<file path="config.mk">
export PLATFORM = sky130hd
export DESIGN_NAME = spatz_simd_result_collector
export DESIGN_NICKNAME = d
export VERILOG_FILES = /design/src/rtl/spatz_simd_result_collector.sv
export SDC_FILE = /design/constraint.sdc
export NUM_CORES = 1
export LEC_CHECK = 0
export ABC_AREA = 1
export CORE_ASPECT_RATIO = 0.6
export CORE_MARGIN = 3
export CORE_UTILIZATION = 49
export DETAILED_ROUTE_END_ITERATION = 8
export PLACE_DENSITY = 0.82
export SETUP_SLACK_MARGIN = 0.4
export SYNTH_ARGS = -nofsm -noshare
export SYNTH_HDL_FRONTEND = slang
export SYNTH_SLANG_ARGS = --single-unit
</file>
<file path="constraint.sdc">
create_clock -name clk_i -period 7.6 [get_ports clk_i]
set_input_delay 1.14 -clock clk_i [delete_from_list [all_inputs] [get_ports clk_i]]
set_output_delay 1.14 -clock clk_i [all_outputs]
set_load 0.005 [all_outputs]
</file>
<file path="src/rtl/spatz_simd_result_collector.sv">
`default_nettype none
// ============================================================================
// Module   : spatz_simd_result_collector
// Brief    : Collects per-lane SIMD results for one writeback descriptor,
//            assembles the vector word and queues it in a small FWFT FIFO
//            toward the VRF write port.
// Options  : SPATZ_COLLECTOR_STALL_CNT_EN adds a saturating 16-bit counter
//            of output stall cycles on port stall_cnt_o.
// Revision : 1.0 - initial release
// ============================================================================
module spatz_simd_result_collector #(
    parameter int unsigned NrLanes   = 4,
    parameter int unsigned LaneWidth = 16,
    parameter int unsigned Depth     = 2,
    parameter int unsigned AddrWidth = 5,
    parameter int unsigned IdWidth   = 3
) (
    input  logic                             clk_i,
    input  logic                             rst_i,
    input  logic                             issue_valid_i,
    output logic                             issue_ready_o,
    input  logic [AddrWidth-1:0]             issue_addr_i,
    input  logic [NrLanes*LaneWidth/8-1:0]   issue_be_i,
    input  logic [IdWidth-1:0]               issue_id_i,
    input  logic [NrLanes-1:0]               issue_lane_en_i,
    input  logic [NrLanes*LaneWidth-1:0]     lane_result_i,
    input  logic [NrLanes-1:0]               lane_valid_i,
    output logic [NrLanes-1:0]               lane_ready_o,
    output logic                             wb_valid_o,
    input  logic                             wb_ready_i,
    output logic [AddrWidth-1:0]             wb_addr_o,
    output logic [NrLanes*LaneWidth-1:0]     wb_data_o,
    output logic [NrLanes*LaneWidth/8-1:0]   wb_be_o,
    output logic [IdWidth-1:0]               wb_id_o,
    output logic                             busy_o
`ifdef SPATZ_COLLECTOR_STALL_CNT_EN
    ,
    output logic [15:0]                      stall_cnt_o
`endif
);

    localparam int unsigned DATA_W   = NrLanes * LaneWidth;
    localparam int unsigned BE_W     = DATA_W / 8;
    localparam int unsigned LANE_B   = LaneWidth / 8;
    localparam int unsigned ENTRY_W  = AddrWidth + DATA_W + BE_W + IdWidth;
    localparam int unsigned PTR_W    = (Depth > 1) ? $clog2(Depth) : 1;
    localparam int unsigned CNT_W    = $clog2(Depth + 1);
    localparam logic [PTR_W-1:0] PTR_LAST = PTR_W'(Depth - 1);
    localparam logic [CNT_W-1:0] CNT_FULL = CNT_W'(Depth);

    typedef enum logic [1:0] {
        ST_IDLE    = 2'd0,
        ST_COLLECT = 2'd1,
        ST_PUSH    = 2'd2
    } state_e;

    // Descriptor / collection state
    state_e                 state_q, state_d;
    logic [AddrWidth-1:0]   addr_q, addr_d;
    logic [BE_W-1:0]        be_q, be_d;
    logic [IdWidth-1:0]     id_q, id_d;
    logic [NrLanes-1:0]     lane_en_q, lane_en_d;
    logic [NrLanes-1:0]     captured_q, captured_d;
    logic [DATA_W-1:0]      data_q, data_d;

    // Output FIFO state
    logic [ENTRY_W-1:0]     fifo_q [Depth];
    logic [ENTRY_W-1:0]     fifo_d [Depth];
    logic [PTR_W-1:0]       wr_ptr_q, wr_ptr_d;
    logic [PTR_W-1:0]       rd_ptr_q, rd_ptr_d;
    logic [CNT_W-1:0]       count_q, count_d;

    logic                   w_full;
    logic                   w_empty;
    logic                   w_pop;
    logic                   w_push;
    logic                   w_issue_ready;
    logic [NrLanes-1:0]     w_lane_ready;
    logic [NrLanes-1:0]     w_cap_now;
    logic [DATA_W-1:0]      w_data_mask;
    logic [BE_W-1:0]        w_be_mask;
    logic [ENTRY_W-1:0]     w_entry;

    // Disabled lanes contribute neither data nor byte enables to the word.
    for (genvar k = 0; k < NrLanes; k++) begin : g_lane_mask
        assign w_data_mask[k*LaneWidth +: LaneWidth] = {LaneWidth{lane_en_q[k]}};
        assign w_be_mask[k*LANE_B +: LANE_B]         = {LANE_B{lane_en_q[k]}};
    end

    assign w_full  = (count_q == CNT_FULL);
    assign w_empty = (count_q == '0);
    assign w_pop   = ~w_empty & wb_ready_i;
    // A full FIFO still accepts when the head leaves in the same cycle.
    assign w_push  = (state_q == ST_PUSH) & (~w_full | w_pop);
    assign w_entry = {addr_q, data_q & w_data_mask, be_q & w_be_mask, id_q};

    // Collector FSM: descriptor latch, per-lane capture and push hand-off
    always_comb begin
        state_d       = state_q;
        addr_d        = addr_q;
        be_d          = be_q;
        id_d          = id_q;
        lane_en_d     = lane_en_q;
        captured_d    = captured_q;
        data_d        = data_q;
        w_issue_ready = 1'b0;
        w_lane_ready  = '0;
        w_cap_now     = '0;
        case (state_q)
            ST_IDLE: begin
                w_issue_ready = 1'b1;
                if (issue_valid_i) begin
                    addr_d     = issue_addr_i;
                    be_d       = issue_be_i;
                    id_d       = issue_id_i;
                    lane_en_d  = issue_lane_en_i;
                    captured_d = '0;
                    state_d    = ST_COLLECT;
                end
            end
            ST_COLLECT: begin
                w_lane_ready = lane_en_q & ~captured_q;
                w_cap_now    = lane_valid_i & w_lane_ready;
                captured_d   = captured_q | w_cap_now;
                for (int k = 0; k < NrLanes; k++) begin
                    if (w_cap_now[k]) begin
                        data_d[k*LaneWidth +: LaneWidth] = lane_result_i[k*LaneWidth +: LaneWidth];
                    end
                end
                if ((captured_d & lane_en_q) == lane_en_q) begin
                    state_d = ST_PUSH;
                end
            end
            ST_PUSH: begin
                if (w_push) begin
                    w_issue_ready = 1'b1;
                    if (issue_valid_i) begin
                        addr_d     = issue_addr_i;
                        be_d       = issue_be_i;
                        id_d       = issue_id_i;
                        lane_en_d  = issue_lane_en_i;
                        captured_d = '0;
                        state_d    = ST_COLLECT;
                    end else begin
                        state_d    = ST_IDLE;
                    end
                end
            end
            default: state_d = ST_IDLE;
        endcase
    end

    // FIFO pointer, occupancy and storage update
    always_comb begin
        fifo_d   = fifo_q;
        wr_ptr_d = wr_ptr_q;
        rd_ptr_d = rd_ptr_q;
        count_d  = count_q;
        if (w_push) begin
            fifo_d[wr_ptr_q] = w_entry;
            wr_ptr_d = (wr_ptr_q == PTR_LAST) ? '0 : wr_ptr_q + 1'b1;
        end
        if (w_pop) begin
            rd_ptr_d = (rd_ptr_q == PTR_LAST) ? '0 : rd_ptr_q + 1'b1;
        end
        case ({w_push, w_pop})
            2'b10:   count_d = count_q + 1'b1;
            2'b01:   count_d = count_q - 1'b1;
            default: count_d = count_q;
        endcase
    end

    // State registers; reset discards descriptor, captures and FIFO contents
    always_ff @(posedge clk_i or posedge rst_i) begin
        if (rst_i) begin
            state_q    <= ST_IDLE;
            addr_q     <= '0;
            be_q       <= '0;
            id_q       <= '0;
            lane_en_q  <= '0;
            captured_q <= '0;
            data_q     <= '0;
            wr_ptr_q   <= '0;
            rd_ptr_q   <= '0;
            count_q    <= '0;
            for (int i = 0; i < Depth; i++) begin
                fifo_q[i] <= '0;
            end
        end else begin
            state_q    <= state_d;
            addr_q     <= addr_d;
            be_q       <= be_d;
            id_q       <= id_d;
            lane_en_q  <= lane_en_d;
            captured_q <= captured_d;
            data_q     <= data_d;
            wr_ptr_q   <= wr_ptr_d;
            rd_ptr_q   <= rd_ptr_d;
            count_q    <= count_d;
            fifo_q     <= fifo_d;
        end
    end

    assign issue_ready_o = w_issue_ready;
    assign lane_ready_o  = w_lane_ready;
    assign wb_valid_o    = ~w_empty;
    assign {wb_addr_o, wb_data_o, wb_be_o, wb_id_o} = fifo_q[rd_ptr_q];
    assign busy_o        = (state_q != ST_IDLE) | ~w_empty;

`ifdef SPATZ_COLLECTOR_STALL_CNT_EN
    logic [15:0] stall_cnt_q, stall_cnt_d;

    // Saturating count of cycles where the head waits on the VRF
    always_comb begin
        stall_cnt_d = stall_cnt_q;
        if (~w_empty & ~wb_ready_i & (stall_cnt_q != 16'hFFFF)) begin
            stall_cnt_d = stall_cnt_q + 16'd1;
        end
    end

    // Stall counter register
    always_ff @(posedge clk_i or posedge rst_i) begin
        if (rst_i) begin
            stall_cnt_q <= '0;
        end else begin
            stall_cnt_q <= stall_cnt_d;
        end
    end

    assign stall_cnt_o = stall_cnt_q;
`endif

endmodule
`default_nettype wire

</file>
==> impl_metrics.csv <==
group,metric,value,unit
cells_and_area,final_cells,1995,
power_and_ir_drop,peakVddDrop,0.1828,mV
clock_tree,insertion_delay,0.51,ns
setup_path,crit_family,"buffers and inverters",
sta,hold_ws,0.4691,ns
worst_hold_path,hp-start,"fifo_q[39]",
logic_synthesis,synth.area.top_cells,"dfrtp_1 56%, nand2_1 32%, o21ai_0 3.1%",
routing,drt-total-wl,30130,um
clock_tree,cts_buffers,25,
logic_synthesis,syn_area_per_cell,7.447,um^2
sta,max_freq,252.1,MHz
cells_and_area,regArea,0.006357,mm^2
cells_and_area,fin_util,63.01,%
die,die_y,124.1,um
logic_synthesis,synth_warnings,0,
placed_design,gp_congestion,0.7676,
setup_path,endpoint_kind,"output port",
clock_tree,root_buffer,"clkbuf_16",
routing,route.detailed.drc,0,
grt,grt_max_degree,126,
run_status,status,"completed",
sta,period_share,52.19,%
clock_tree,htree_levels,1,
placed_design,dp_hpwl,18490,um
die,die_x,202.9,um
setup_path,r2r_end,"data_q[44]",
sta,rsz0062_at_grt,"no",
setup_path,ff2ff_path_depth,4,
die,die_area,0.02518,mm^2
routing,viasPerCell,4.992,
clock_tree,cts_buffer_depth,3,
sta,skew,0.01322,ns
grt,antenna_found_initial,0,
grt,grt.overflow.total,0,
sta,worstMarginPinSlew,1.025,ns
logic_synthesis,ys.flop_type,"dfrtp_1",
sta,timing.setup.tns,0,ns
grt,grt_pass1_vias,9865,
logic_synthesis,seq_area_frac_synth,55.79,%
logic_synthesis,mappedNetlistArea,0.01139,mm^2
setup_path,timing.rr.start,"lane_en_q[2]",
placed_design,dp.cells,1950,
logic_synthesis,synth_common_cells,"974 x nand2_1, 254 x dfrtp_1, 93 x inv_1",
routing,postRouteAntennaNets,0,
job,maxCapViolCount,0,
clock_tree,post_cts_resized,0,
routing,wl_per_cell,15.10,um
worst_hold_path,min_path_cells,2,
clock_tree,cts_setup_buffers,0,
clock_tree,cts_tree,"done",
die,rows,42,
logic_synthesis,synthArstFlopShare,100.0,%
setup_path,r2r_setup_slack,4.81,ns
logic_synthesis,yosysTopAreaCell,"dfrtp_1",
clock_tree,postCtsHoldBufs,0,
setup_path,critPathMaxFanout,52,
setup_path,crit_top_cell,"nand2_1",
logic_synthesis,synth_top_area_share,55.79,%
cells_and_area,area_growth,24.10,%
setup_path,path_buf_inv,3,
routing,vias,9959,
setup_path,crit_slowest_cell,"buf_4",
sta,drv_slew,0,
placed_design,io_buffers,178,
cells_and_area,diodes,0,
logic_synthesis,ys_ff_latch,254,
routing,dr.pass1.iters,5,
routing,first_iter_violations,789,
sta,postLayoutSetupSlackWorst,3.634,ns
die,io_pins,179,
cells_and_area,multi_input_area,0.004334,mm^2
logic_synthesis,synth_cell_types,20,
logic_synthesis,synth_nets,1623,
setup_path,max_stage_delay,0.64,ns
cells_and_area,n_fill_cell,1959,
sta,slew_headroom,31.69,%
power_and_ir_drop,cellLeakagePower,0.008053,uW
logic_synthesis,synth-edff-count,0,
setup_path,crit_type,"reg2out",
sta,setup_violations,0,
setup_path,arrival,2.83,ns
cells_and_area,layout-drive-gt1-share,3.972,%
cells_and_area,final_nets,1762,
worst_hold_path,hold_class,"reg2reg",
grt,grt_pass1_wl,49760,um
die,core_region_area,0.02244,mm^2
grt,grtUsageTotal,24.41,%
setup_path,cp_data_required_time,6.46,ns
worst_hold_path,min_to,"fifo_q[39]",
logic_synthesis,syn-instance-count,1530,
power_and_ir_drop,power_density,390.6,mW/mm^2
logic_synthesis,synth_most_common_cell,"nand2_1",
clock_tree,clk_transition_reported_paths,0.07,ns
clock_tree,cts_sinks,254,
sta,final_hold_viol_count,0,
sta,period_minus_slack,3.966,ns
setup_path,crit_path_cell_trace,"inv_2 > buf_4 > nand2_1 > nand2_1 > clkdlybuf4s50_1",
setup_path,startpoint_type,"register",
placed_design,pre_cts_slack,3.891,ns
die,initial_core_util,50.78,%
placed cells by master (no fill, tap or decap), drive strengths merged:
master,instances
a21oi,1
dfrtp,254
nand3b,1
clkbuf,38
bufinv,1
xor2,2
xnor2,1
clkinv,6
nor3,4
clkinvlp,1
or3,1
clkdlybuf4s50,178
nand3,30
nand2,978
o21ai,71
buf,12
ha,1
inv,95
nor2,12
routing by layer:
metal / wire, um / vias to the layer above / global-route usage, %
met5: 0 / - / 0
met4: 506 / 0 / 5.620
met3: 2521 / 46 / 5.040
met2: 13400 / 380 / 39.01
met1: 13710 / 4678 / 34.78
li1: - / 4855 / -
kinds of logic after synthesis:
kind of cell | synth area share, %
xor gates and xnor gates | 0.2307
DFF | 55.79
buffers and inverters | 6.172
adders and majority gates | 0.1098
and+or+nand+nor | 34.54
AOI/OAI and AO/OA | 3.163
sequential cells by signal, indices dropped and copies added, names as in the netlist:
signal / flops
lane_en_q: 4
captured_q: 4
data_q: 64
wr_ptr_q: 1
addr_q: 5
count_q: 2
state_q: 2
rd_ptr_q: 1
id_q: 3
be_q: 8
fifo_q: 160
area by class of cell:
class / count / share of cell area (%)
multi-input combinational: 1102 / 30.65
clock buffer: 38 / 5.336
clock inverter: 7 / 0.4247
tap: 308 / 2.725
sequential: 254 / 44.96
inverter: 96 / 2.575
timing repair buffer: 190 / 13.33
worst max-delay path by stage:
stage	depth (start not counted)	slack, ns	endpoint	from
2_1_floorplan	1	3.12	addr_q[0]	rst_i
3_3_place_gp	5	3.94	issue_ready_o	wb_ready_i
3_5_place_dp	5	3.89	issue_ready_o	wb_ready_i
4_1_cts	5	3.61	wb_be_o[5]	rd_ptr_q
5_1_grt	5	3.48	wb_be_o[3]	rd_ptr_q
6_report	5	3.63	wb_data_o[33]	rd_ptr_q
metrics by stage:
step                      power [uW]  cell area [um^2]
final                           5523             14140
after global routing            5948             14140
after global placement          4228             13330
after floorplan                 3377             11400
after CTS                       5556             14140
after detailed placement        4310             13330
worst reg2reg max path, delay by kind of cell, from the launching register on:
family | cells | cell delay (ns)
DFF | 1 | 0.91
and+or+nand+nor | 4 | 1.80
power by group:
group	total, uW	internal [uW]	leakage [uW]	switching, uW
Clock	1230	716	0.000409	512
Combinational	1990	821	0.00429	1170
Sequential	2310	1920	0.00335	384
(Power assumes the default switching activity.)
